**src/rtl/alu_arbiter.sv**
```systemverilog
// -----------------------------------------------------------------------------
// alu_arbiter
//
// This block shares one combinational ALU between two requesters:
//   - Port 0 is the integer execute path.
//   - Port 1 is the branch/address unit.
//
// Accepting a request starts a three-phase sequence:
//   IDLE  Arbitrate between the requesters. The accepted operands and control
//         code are registered straight into the ALU input registers.
//   EXEC  The ALU settles for one cycle. At the end of the cycle its outputs
//         are captured into the owner's response registers.
//   RESP  The response is held until the owner consumes it. Round-robin
//         priority then passes to the other requester.
//
// Only one operation is in flight at a time.
//
// Ports:
//   clk, rst                       rising-edge clock, synchronous active-high reset
//   reqN_valid/ready/a/b/ctrl      request handshake and operands, N = 0,1
//   rspN_valid/ready               response handshake, N = 0,1
//   rspN_result/zero/taken/err     held response payload, N = 0,1
//   alu_data0/alu_data1/alu_ctrl   registered ALU operands and control code
//   alu_result/alu_zero/alu_branch ALU outputs, sampled in EXEC
// -----------------------------------------------------------------------------
module alu_arbiter #(
  parameter int WIDTH  = 32,
  parameter int CTRL_W = 4
) (
  input  logic              clk,
  input  logic              rst,

  input  logic              req0_valid,
  output logic              req0_ready,
  input  logic [WIDTH-1:0]  req0_a,
  input  logic [WIDTH-1:0]  req0_b,
  input  logic [CTRL_W-1:0] req0_ctrl,

  input  logic              req1_valid,
  output logic              req1_ready,
  input  logic [WIDTH-1:0]  req1_a,
  input  logic [WIDTH-1:0]  req1_b,
  input  logic [CTRL_W-1:0] req1_ctrl,

  output logic              rsp0_valid,
  input  logic              rsp0_ready,
  output logic [WIDTH-1:0]  rsp0_result,
  output logic              rsp0_zero,
  output logic              rsp0_taken,
  output logic              rsp0_err,

  output logic              rsp1_valid,
  input  logic              rsp1_ready,
  output logic [WIDTH-1:0]  rsp1_result,
  output logic              rsp1_zero,
  output logic              rsp1_taken,
  output logic              rsp1_err,

  output logic [WIDTH-1:0]  alu_data0,
  output logic [WIDTH-1:0]  alu_data1,
  output logic [CTRL_W-1:0] alu_ctrl,
  input  logic [WIDTH-1:0]  alu_result,
  input  logic              alu_zero,
  input  logic              alu_branch
);

  localparam logic [1:0] S_IDLE = 2'd0;
  localparam logic [1:0] S_EXEC = 2'd1;
  localparam logic [1:0] S_RESP = 2'd2;

  // Control code classes:
  //   below BRANCH_BASE          -> arithmetic
  //   BRANCH_BASE .. ILLEGAL_BASE-1 -> branch
  //   ILLEGAL_BASE and above     -> illegal
  localparam logic [CTRL_W-1:0] BRANCH_BASE  = CTRL_W'(8);
  localparam logic [CTRL_W-1:0] ILLEGAL_BASE = CTRL_W'(14);

  logic [1:0]            state_q, state_d;
  logic                  rr_q, rr_d;
  logic                  owner_q, owner_d;
  logic [WIDTH-1:0]      alu_data0_q, alu_data0_d;
  logic [WIDTH-1:0]      alu_data1_q, alu_data1_d;
  logic [CTRL_W-1:0]     alu_ctrl_q, alu_ctrl_d;

  // Response registers, indexed by requester number.
  logic [1:0]            rsp_valid_q, rsp_valid_d;
  logic [1:0][WIDTH-1:0] rsp_result_q, rsp_result_d;
  logic [1:0]            rsp_zero_q, rsp_zero_d;
  logic [1:0]            rsp_taken_q, rsp_taken_d;
  logic [1:0]            rsp_err_q, rsp_err_d;

  logic                  grant;
  logic [1:0]            rsp_ready_v;

  assign rsp_ready_v = {rsp1_ready, rsp0_ready};

  // Only contention consults rr; a lone requester wins outright.
  assign grant      = (req0_valid && req1_valid) ? rr_q : req1_valid;
  assign req0_ready = (state_q == S_IDLE) && req0_valid && !grant;
  assign req1_ready = (state_q == S_IDLE) && req1_valid && grant;

  always_comb begin
    // NOTE: every signal driven here gets a default first. A path that leaves
    // one unassigned would infer a latch.
    state_d      = state_q;
    rr_d         = rr_q;
    owner_d      = owner_q;
    alu_data0_d  = alu_data0_q;
    alu_data1_d  = alu_data1_q;
    alu_ctrl_d   = alu_ctrl_q;
    rsp_valid_d  = rsp_valid_q;
    rsp_result_d = rsp_result_q;
    rsp_zero_d   = rsp_zero_q;
    rsp_taken_d  = rsp_taken_q;
    rsp_err_d    = rsp_err_q;

    case (state_q)
      S_IDLE: begin
        if (req0_ready || req1_ready) begin
          alu_data0_d = grant ? req1_a    : req0_a;
          alu_data1_d = grant ? req1_b    : req0_b;
          alu_ctrl_d  = grant ? req1_ctrl : req0_ctrl;
          owner_d     = grant;
          state_d     = S_EXEC;
        end
      end

      S_EXEC: begin
        rsp_valid_d[owner_q]  = 1'b1;
        rsp_result_d[owner_q] = '0;
        rsp_zero_d[owner_q]   = 1'b0;
        rsp_taken_d[owner_q]  = 1'b0;
        rsp_err_d[owner_q]    = 1'b0;
        if (alu_ctrl_q >= ILLEGAL_BASE) begin
          rsp_err_d[owner_q] = 1'b1;
        end else if (alu_ctrl_q >= BRANCH_BASE) begin
          rsp_zero_d[owner_q]  = alu_zero;
          rsp_taken_d[owner_q] = alu_branch;
        end else begin
          rsp_result_d[owner_q] = alu_result;
          rsp_zero_d[owner_q]   = alu_zero;
        end
        state_d = S_RESP;
      end

      S_RESP: begin
        // The payload and the ALU inputs hold until the owner consumes.
        if (rsp_ready_v[owner_q]) begin
          rsp_valid_d[owner_q] = 1'b0;
          rr_d                 = ~owner_q;
          state_d              = S_IDLE;
        end
      end

      default: state_d = S_IDLE;
    endcase
  end

  always_ff @(posedge clk) begin
    // NOTE: state registers use non-blocking assignments only. All flops then
    // update together from values sampled before the edge.
    if (rst) begin
      state_q      <= S_IDLE;
      rr_q         <= 1'b0;
      owner_q      <= 1'b0;
      alu_data0_q  <= '0;
      alu_data1_q  <= '0;
      alu_ctrl_q   <= '0;
      rsp_valid_q  <= '0;
      rsp_result_q <= '0;
      rsp_zero_q   <= '0;
      rsp_taken_q  <= '0;
      rsp_err_q    <= '0;
    end else begin
      state_q      <= state_d;
      rr_q         <= rr_d;
      owner_q      <= owner_d;
      alu_data0_q  <= alu_data0_d;
      alu_data1_q  <= alu_data1_d;
      alu_ctrl_q   <= alu_ctrl_d;
      rsp_valid_q  <= rsp_valid_d;
      rsp_result_q <= rsp_result_d;
      rsp_zero_q   <= rsp_zero_d;
      rsp_taken_q  <= rsp_taken_d;
      rsp_err_q    <= rsp_err_d;
    end
  end

  assign alu_data0   = alu_data0_q;
  assign alu_data1   = alu_data1_q;
  assign alu_ctrl    = alu_ctrl_q;

  assign rsp0_valid  = rsp_valid_q[0];
  assign rsp0_result = rsp_result_q[0];
  assign rsp0_zero   = rsp_zero_q[0];
  assign rsp0_taken  = rsp_taken_q[0];
  assign rsp0_err    = rsp_err_q[0];

  assign rsp1_valid  = rsp_valid_q[1];
  assign rsp1_result = rsp_result_q[1];
  assign rsp1_zero   = rsp_zero_q[1];
  assign rsp1_taken  = rsp_taken_q[1];
  assign rsp1_err    = rsp_err_q[1];

endmodule

```
**config.mk**
```make
export PLATFORM = sky130hd
export DESIGN_NAME = alu_arbiter
export DESIGN_NICKNAME = d
export VERILOG_FILES = /design/src/rtl/alu_arbiter.sv
export SDC_FILE = /design/constraint.sdc
export NUM_CORES = 1
export LEC_CHECK = 0
export BUFFER_PORTS_ARGS = -buffer_cell sky130_fd_sc_hd__buf_2
export CAP_MARGIN = 20
export CORE_ASPECT_RATIO = 0.5
export CORE_UTILIZATION = 49
export CTS_CLUSTER_DIAMETER = 60
export DETAILED_ROUTE_END_ITERATION = 6
export PLACE_DENSITY = 0.85
export SLEW_MARGIN = 20
export SYNTH_ARGS = -nofsm -noshare
export SYNTH_HDL_FRONTEND = slang
export SYNTH_SLANG_ARGS = --single-unit
```
**constraint.sdc**
```tcl
create_clock -name clk -period 2.3 [get_ports clk]
set_input_delay 0.23 -clock clk [delete_from_list [all_inputs] [get_ports clk]]
set_output_delay 0.23 -clock clk [all_outputs]
set_load 0.005 [all_outputs]
```
; Word-level counts from Yosys, hierarchy flattened
; Index checks and enable logic that the tools add are counted.
; Widths: inputs -> output; s select.
[classes]
order_cmp = 4
eq_ne = 4
n_mux = 24
bitwise = 10
reduce_logical = 14
[ops]
columns = cell, count
row1 = $mux 64, 2
row2 = $mux 32, 3
row3 = $and 64x64->64, 1
row4 = $bwmux 64, 1
row5 = $not 64->64, 1
row6 = $demux 32 s1, 1
row7 = $mux 2, 7
row8 = $and 2x2->2, 4
row9 = $ge 4x4->1 const B, 2
row10 = $reduce_and 2->1, 4
row11 = $logic_and 1x1->1, 6
row12 = $pmux 2 s3, 1
row13 = $bwmux 2, 2
row14 = $mux 1, 4
row15 = $mux 4, 1
row16 = $or 2x2->2, 2
row17 = $pmux 2 s2, 1
row18 = $eq 2x1->1 const B, 1
row19 = $eq 2x2->1 const B, 1
row20 = $logic_not 2->1, 1
row21 = $lt 1x2->1 const B, 1
row22 = $ne 2x1->1 const B, 1
row23 = $ne 2x2->1 const B, 1
row24 = $not 2->2, 1
row25 = other kinds (6), 6
[word_totals]
regBits = 144
inputBits = 176
out_inout_bits = 142
elab_cells = 68

; Logic depth before layout (Yosys ltp)
[logic_depth]
word_depth = 9
depth_mapped = 8
depth_no_buf = 3

; Least setup slack after synthesis
; Ideal clock, no wire load.
[synth_path]
kind = input to register
startpoint = input req1_valid
endpoint = register alu_data0_q[27], in the netlist alu_data0[27]
setup_ps = 88
arrival_ps = 1425
t_required_ps = 2212
slack_ps = 787
path_stages = 8
n_path_buf = 5
path_cell_list = buf_4 or2_1 clkbuf_1 and2_1 buf_6 buf_6 buf_6 a311oi_2
[synth_between]
elab_chain_len = 6
word_cells_on_any_way = 9
classes_between = mux: 2 / reduce/logical: 7
[synth_rtl]
columns = element, line
row1 = from (decl), 39  ; input logic req1_valid,
row2 = $logic_and 1x1->1, 98  ; assign grant = (req0_valid && req1_valid) ? rr_q : req1_valid;
row3 = $mux 1, 98
row4 = $logic_not 1->1, 99  ; assign req0_ready = (state_q == S_IDLE) && req0_valid && !grant;
row5 = $logic_and 1x1->1, 99
row6 = $logic_or 1x1->1, 119  ; if (req0_ready || req1_ready) begin
row7 = $reduce_and 2->1 (no line), -
row8 = to (signal assigned), 178  ; alu_data0_q <= alu_data0_d;
row9 = to (decl), 81  ; logic [WIDTH-1:0] alu_data0_q, alu_data0_d;
; Parallel ways exist; a longest one is shown, timed or not.
; A chain may end at the register's enable or synchronous reset.

; Worst setup path after layout
[layout_path]
startpoint = register state_q[1]
endpoint = output req1_ready
[layout_between]
elab_chain_len = 3
[layout_rtl]
columns = element, line
row1 = from (decl), 78  ; logic [1:0] state_q, state_d;
row2 = from (signal assigned), 175  ; state_q <= state_d;
row3 = $logic_not 2->1, 100  ; assign req1_ready = (state_q == S_IDLE) && req1_valid && grant;
row4 = $logic_and 1x1->1 (2 in a row), 100
row5 = to (decl), 40  ; output logic req1_ready,
; Every way passes these cells.

==> results by stage <==
Run status:
- The flow ran to the end, and the final reports show no timing, DRC or antenna violations.

Routing:
- The top layer used by detailed routing is met4.
- The detailed-route wire length on metal 1 is 8290 um.
- The routed length per instance is 16.4 um.
- Summed over all nets, wire length on met2 after detailed routing comes to 9870 um.
- The final antenna-violating net count is 0.
- The final route contains 7073 vias.
- The first routing iteration left 730 violations.
- Wires add up to approximately 20000 um.
- The average vias per placed instance is 5.76.
- For this run, design rule violations remaining after detail routing come to 0.
- The first detailed-routing pass took 5 iterations.
- The wire length on met3 is 1390 um.

Critical path:
- The startpoint identified for the worst register-to-register timing path is state_q[0].
- The total buffers and inverters traversed by the critical path is 2.
- In this run the worst path has a maximum fanout of 70.
- Walking the worst path, the cells encountered are nor2_4 -> buf_12 -> and3_1 -> buf_2.
- The cell with the largest stage delay on the worst path is sky130_fd_sc_hd__dfxtp_1.
- At the worst endpoint, the arrival time is 1680 ps.
- The cell depth of the worst flop-to-flop path is 3.
- By startpoint and endpoint, the worst setup path is classified as reg2out.
- The startpoint class of the critical path is a register.
- The worst register-to-register path has a setup slack of 540 ps.
- The element type at the critical path end is an output port.
- The highest cell delay on the worst timing path is 430 ps.
- At the worst endpoint, the required time is 2070 ps.
- The cell family contributing the most delay on the critical path is flip-flops.

Placement:
- The count of buffers from port buffering is approximately 320.
- The final weighted congestion in routability-driven placement is 0.870.
- The area after detailed placement is roughly 0.0079 mm2.
- Timing analysis after detailed placement gives a worst setup slack of 555 ps.
- Including well taps, the total number of placed cells is 1197.
- Detailed placement ended at an HPWL of 13300 um.

Cells and area:
- The summed area of non-filler cells in the final layout is 0.00852 mm2.
- The number of antenna diodes in the final layout is 0.
- Of the cells placed in the final design, the portion with a size suffix greater than 1 is 36.6%.
- The area overhead of the layout relative to synthesis is 36.5%.
- The non-filler instance count after layout is 1228.
- In the final design database the tool counted roughly 1.2k nets.

Global routing:
- The maximum number of pins on one net before global-route repair is between 70 and 80.
- Global routing finished with a remaining overflow of 0.
- Global routing used 29.2% of the available tracks.
- The via count of the first global-routing pass came to 6200.
- The wire length of the first global-routing pass is between 30000 and 40000 um.
- The initial antenna violation count came to 0.

Synthesis:
- The simple-gate area share of the yosys netlist is 19.3%.
- Summing the areas of all compound-gate instances in the mapped netlist gives 28.1% of the synthesized area.
- The part of the Yosys area used for sequential elements is 46.2%.
- Of the total synthesized cell area, the portion taken by XOR and XNOR cells is 0%.
- Counting every net in the synthesized netlist gives 958.
- For this run, the number of Yosys warnings is 0.
- Multiplexer cells account for 0.160% of the synthesized area.
- The number of register bits inferred by synthesis is 144.
- After synthesis, the mean cell area works out to roughly 8.0 um2.
- The distinct cell type count of the synthesized netlist is 31.
- The post-synthesis instance area is 0.00624 mm2.
- By area, the combinational part of the netlist is dominated by compound AO/OA/AOI/OAI gates.
- The cell count after synthesis is ~780.
- The synthesized netlist devotes 0% of its cell area to adder and majority cells.

CTS:
- The master cell of the clock root buffer is sky130_fd_sc_hd__clkbuf_16.
- The TritonCTS sink count is 144.
- The count of instances resized after the clock tree is built is 0.
- Buffers added to address setup during post-CTS repair amount to 0.
- The clock input transition at the sequential cells of the worst setup and hold paths is 60 ps.
- Clock latency on the worst-skew pair, taken at its later pin, is about 400 ps.
- Buffers inserted to repair hold after CTS numbered 0.
- The TritonCTS clock tree is done.
- The number of buffers inserted during clock tree synthesis is 17.
- The largest buffer count on any clock path is 2.
- The deepest level of the CTS H-tree is 4.

Timing:
- The worst slew margin relative to its limit is 49.6%.
- The number of setup violations in the final report is 0.
- The final critical path takes up around 83% of the cycle.
- Derived from the worst setup path, the maximum achievable clock frequency is 525 MHz.
- The worst-case clock skew is 11.4 ps.
- The minimum clock period is 1910 ps.
- Hold is met by between 60 and 70 ps.
- Setup slack closes at 394 ps.
- Setup repair after global routing left no endpoint under its margin.
- The final hold violation count is 0.
- For the pin with the worst max-slew slack, the measured transition is 756 ps.
- Setup total negative slack on the finished layout was measured at 0 ps.
- The count of final max-slew check failures was 0.

Power:
- The leakage power summed over all cells is about 0.0037 uW.
- The internal portion of total power is about 5000 uW.
- The worst IR drop on VDD is 0.000428 V.
- The areal power density over the cells is 812 mW/mm2.
- The clock network power share is 41.7%.
- Summed over all nets, the switching power comes to 1930 uW.
- The fraction of power consumed by sequential logic is 40.8%.
- The fraction of power consumed by combinational cells is 17.6%.
- The fraction of power spent switching nets is between 20% and 30%.

Floorplan:
- The die outline area is ~0.013 mm2.
- The floorplan has 28 rows.
- The count of pins on the block boundary is 318.
- The core region is 0.0121 mm2.
- The die is 162 um wide.
- The initial utilization of the core area, before any placement, comes to 51.5%.
- The vertical die dimension is 81.8 um.

Min path:
- For hold timing, the worst endpoint is rr_q.
- The hold path startpoint is rsp1_ready.
- The type of the most critical hold path is in2reg.
- The worst hold path passes through 2 cells.

Job:
- The tool flagged a number of max-cap violations equal to 0.
## logic make-up after synthesis
logic type | count (synthesis)
compound gates | 285
mux | 1
buf+inv | 92
simple gates | 260
flops | 144
## worst max-delay path by stage
stage / startpoint / end / slack [ps] / depth (start not counted)
after global routing: state_q[1] / req1_ready / 300 / 4
after floorplan: req1_valid / alu_data0[27] / 790 / 8
after detailed placement: state_q[0] / register / 560 / 3
final: state_q[1] / req1_ready / 390 / 4
after global placement: state_q[0] / register / 640 / 3
after CTS: state_q[1] / req1_ready / 390 / 4
## Yosys cell counts
| library cell | count | area share [%] |
|---|---|---|
| sky130_fd_sc_hd__nand2b_1 | 2 | 0.20 |
| sky130_fd_sc_hd__and2b_1 | 1 | 0.12 |
| sky130_fd_sc_hd__inv_2 | 1 | 0.060 |
| sky130_fd_sc_hd__nor3b_2 | 1 | 0.20 |
| sky130_fd_sc_hd__and3_1 | 1 | 0.10 |
| sky130_fd_sc_hd__nor2b_1 | 35 | 3.5 |
| sky130_fd_sc_hd__nand4_1 | 2 | 0.20 |
| sky130_fd_sc_hd__nand3b_1 | 2 | 0.24 |
| sky130_fd_sc_hd__buf_2 | 13 | 1.0 |
| sky130_fd_sc_hd__a21oi_1 | 143 | 11 |
| sky130_fd_sc_hd__o21ai_0 | 68 | 5.5 |
| sky130_fd_sc_hd__a311oi_2 | 9 | 2.2 |
| sky130_fd_sc_hd__or3b_2 | 2 | 0.28 |
| sky130_fd_sc_hd__a211oi_1 | 2 | 0.24 |
| sky130_fd_sc_hd__buf_6 | 3 | 0.54 |
| sky130_fd_sc_hd__nand3_1 | 71 | 5.7 |
| sky130_fd_sc_hd__or2_2 | 1 | 0.10 |
| sky130_fd_sc_hd__inv_1 | 2 | 0.12 |
| sky130_fd_sc_hd__a32oi_1 | 1 | 0.14 |
| sky130_fd_sc_hd__nand2_1 | 136 | 8.2 |
| sky130_fd_sc_hd__clkbuf_1 | 72 | 4.3 |
| sky130_fd_sc_hd__dfxtp_1 | 144 | 46 |
| sky130_fd_sc_hd__buf_4 | 1 | 0.12 |
| sky130_fd_sc_hd__and3b_1 | 1 | 0.14 |
| sky130_fd_sc_hd__a311oi_1 | 60 | 8.4 |
| sky130_fd_sc_hd__o31ai_1 | 1 | 0.12 |
| sky130_fd_sc_hd__or2_1 | 1 | 0.10 |
| sky130_fd_sc_hd__and2_1 | 1 | 0.10 |
| sky130_fd_sc_hd__o21bai_1 | 1 | 0.12 |
| sky130_fd_sc_hd__mux2i_1 | 1 | 0.16 |
| sky130_fd_sc_hd__nor2_1 | 3 | 0.18 |
## worst reg2reg max path: stages (launching register included)
cell,delay (ps)
sky130_fd_sc_hd__dfxtp_1,570
sky130_fd_sc_hd__or3b_2,800
sky130_fd_sc_hd__nand2_1,180
sky130_fd_sc_hd__a21oi_1,90
## per-stage QoR
step           util, %  power, uW
6_report          70.3       6910
5_1_grt           70.3       7190
4_1_cts           70.3       6930
3_5_place_dp      65.2       4070
3_3_place_gp      65.2       4030
2_1_floorplan        -       3540
## power groups by stage
| stage | combinational, uW | clock (uW) | sequential, uW |
|---|---|---|---|
| global placement | 1170 | 0 | 2860 |
| floorplan | 667 | 0 | 2870 |
| global route | 1330 | 3030 | 2840 |
| finish | 1210 | 2880 | 2820 |
| CTS | 1210 | 2910 | 2810 |
| detailed placement | 1210 | 0 | 2860 |
## cell usage in the layout, fill, tap and decap left out
cell type                    instances
sky130_fd_sc_hd__a211oi_1            2
sky130_fd_sc_hd__o21ai_0            68
sky130_fd_sc_hd__and2_2              1
sky130_fd_sc_hd__clkbuf_16          17
sky130_fd_sc_hd__clkinv_2            1
sky130_fd_sc_hd__and3_1              1
sky130_fd_sc_hd__nand3_1            71
sky130_fd_sc_hd__nor2b_1            35
sky130_fd_sc_hd__or3b_2              2
sky130_fd_sc_hd__and3b_1             1
sky130_fd_sc_hd__clkinv_4            1
sky130_fd_sc_hd__a311oi_1           60
sky130_fd_sc_hd__nand3b_1            2
sky130_fd_sc_hd__nor2_1              2
sky130_fd_sc_hd__buf_12              5
sky130_fd_sc_hd__o21bai_1            1
sky130_fd_sc_hd__or2_2               2
sky130_fd_sc_hd__bufinv_16           3
sky130_fd_sc_hd__and2b_2             1
sky130_fd_sc_hd__inv_6               7
sky130_fd_sc_hd__a32oi_1             1
sky130_fd_sc_hd__clkbuf_8            1
sky130_fd_sc_hd__nand2b_1            1
sky130_fd_sc_hd__inv_1               2
sky130_fd_sc_hd__dfxtp_1           144
sky130_fd_sc_hd__nand2b_2            1
sky130_fd_sc_hd__a21oi_1           143
sky130_fd_sc_hd__buf_2             316
sky130_fd_sc_hd__a311oi_2            9
sky130_fd_sc_hd__inv_2               1
sky130_fd_sc_hd__nor2_4              1
sky130_fd_sc_hd__nand4_1             2
sky130_fd_sc_hd__mux2i_1             1
sky130_fd_sc_hd__nand2_1           136
sky130_fd_sc_hd__clkinvlp_4          1
sky130_fd_sc_hd__buf_4              18
sky130_fd_sc_hd__o31ai_1             1
sky130_fd_sc_hd__nor3b_4             1
## layer usage
layer | vias to the layer above | GRT usage (%)
met5 | - | 0
li1 | 3336 | -
met3 | 59 | 5.51
met1 | 3313 | 37.0
met2 | 365 | 49.6
met4 | 0 | 12.7
## area by class of cell
type | count | area, um2
multi-input cells | 546 | 2990
repair buffers | 339 | 1820
inverters | 3 | 11.3
fillers | 1019 | 3600
flip-flops and latches | 144 | 2880
well taps | 165 | 206
clock buffers | 18 | 439
clock inverters | 13 | 173
Power figures use the tool's default switching activity.
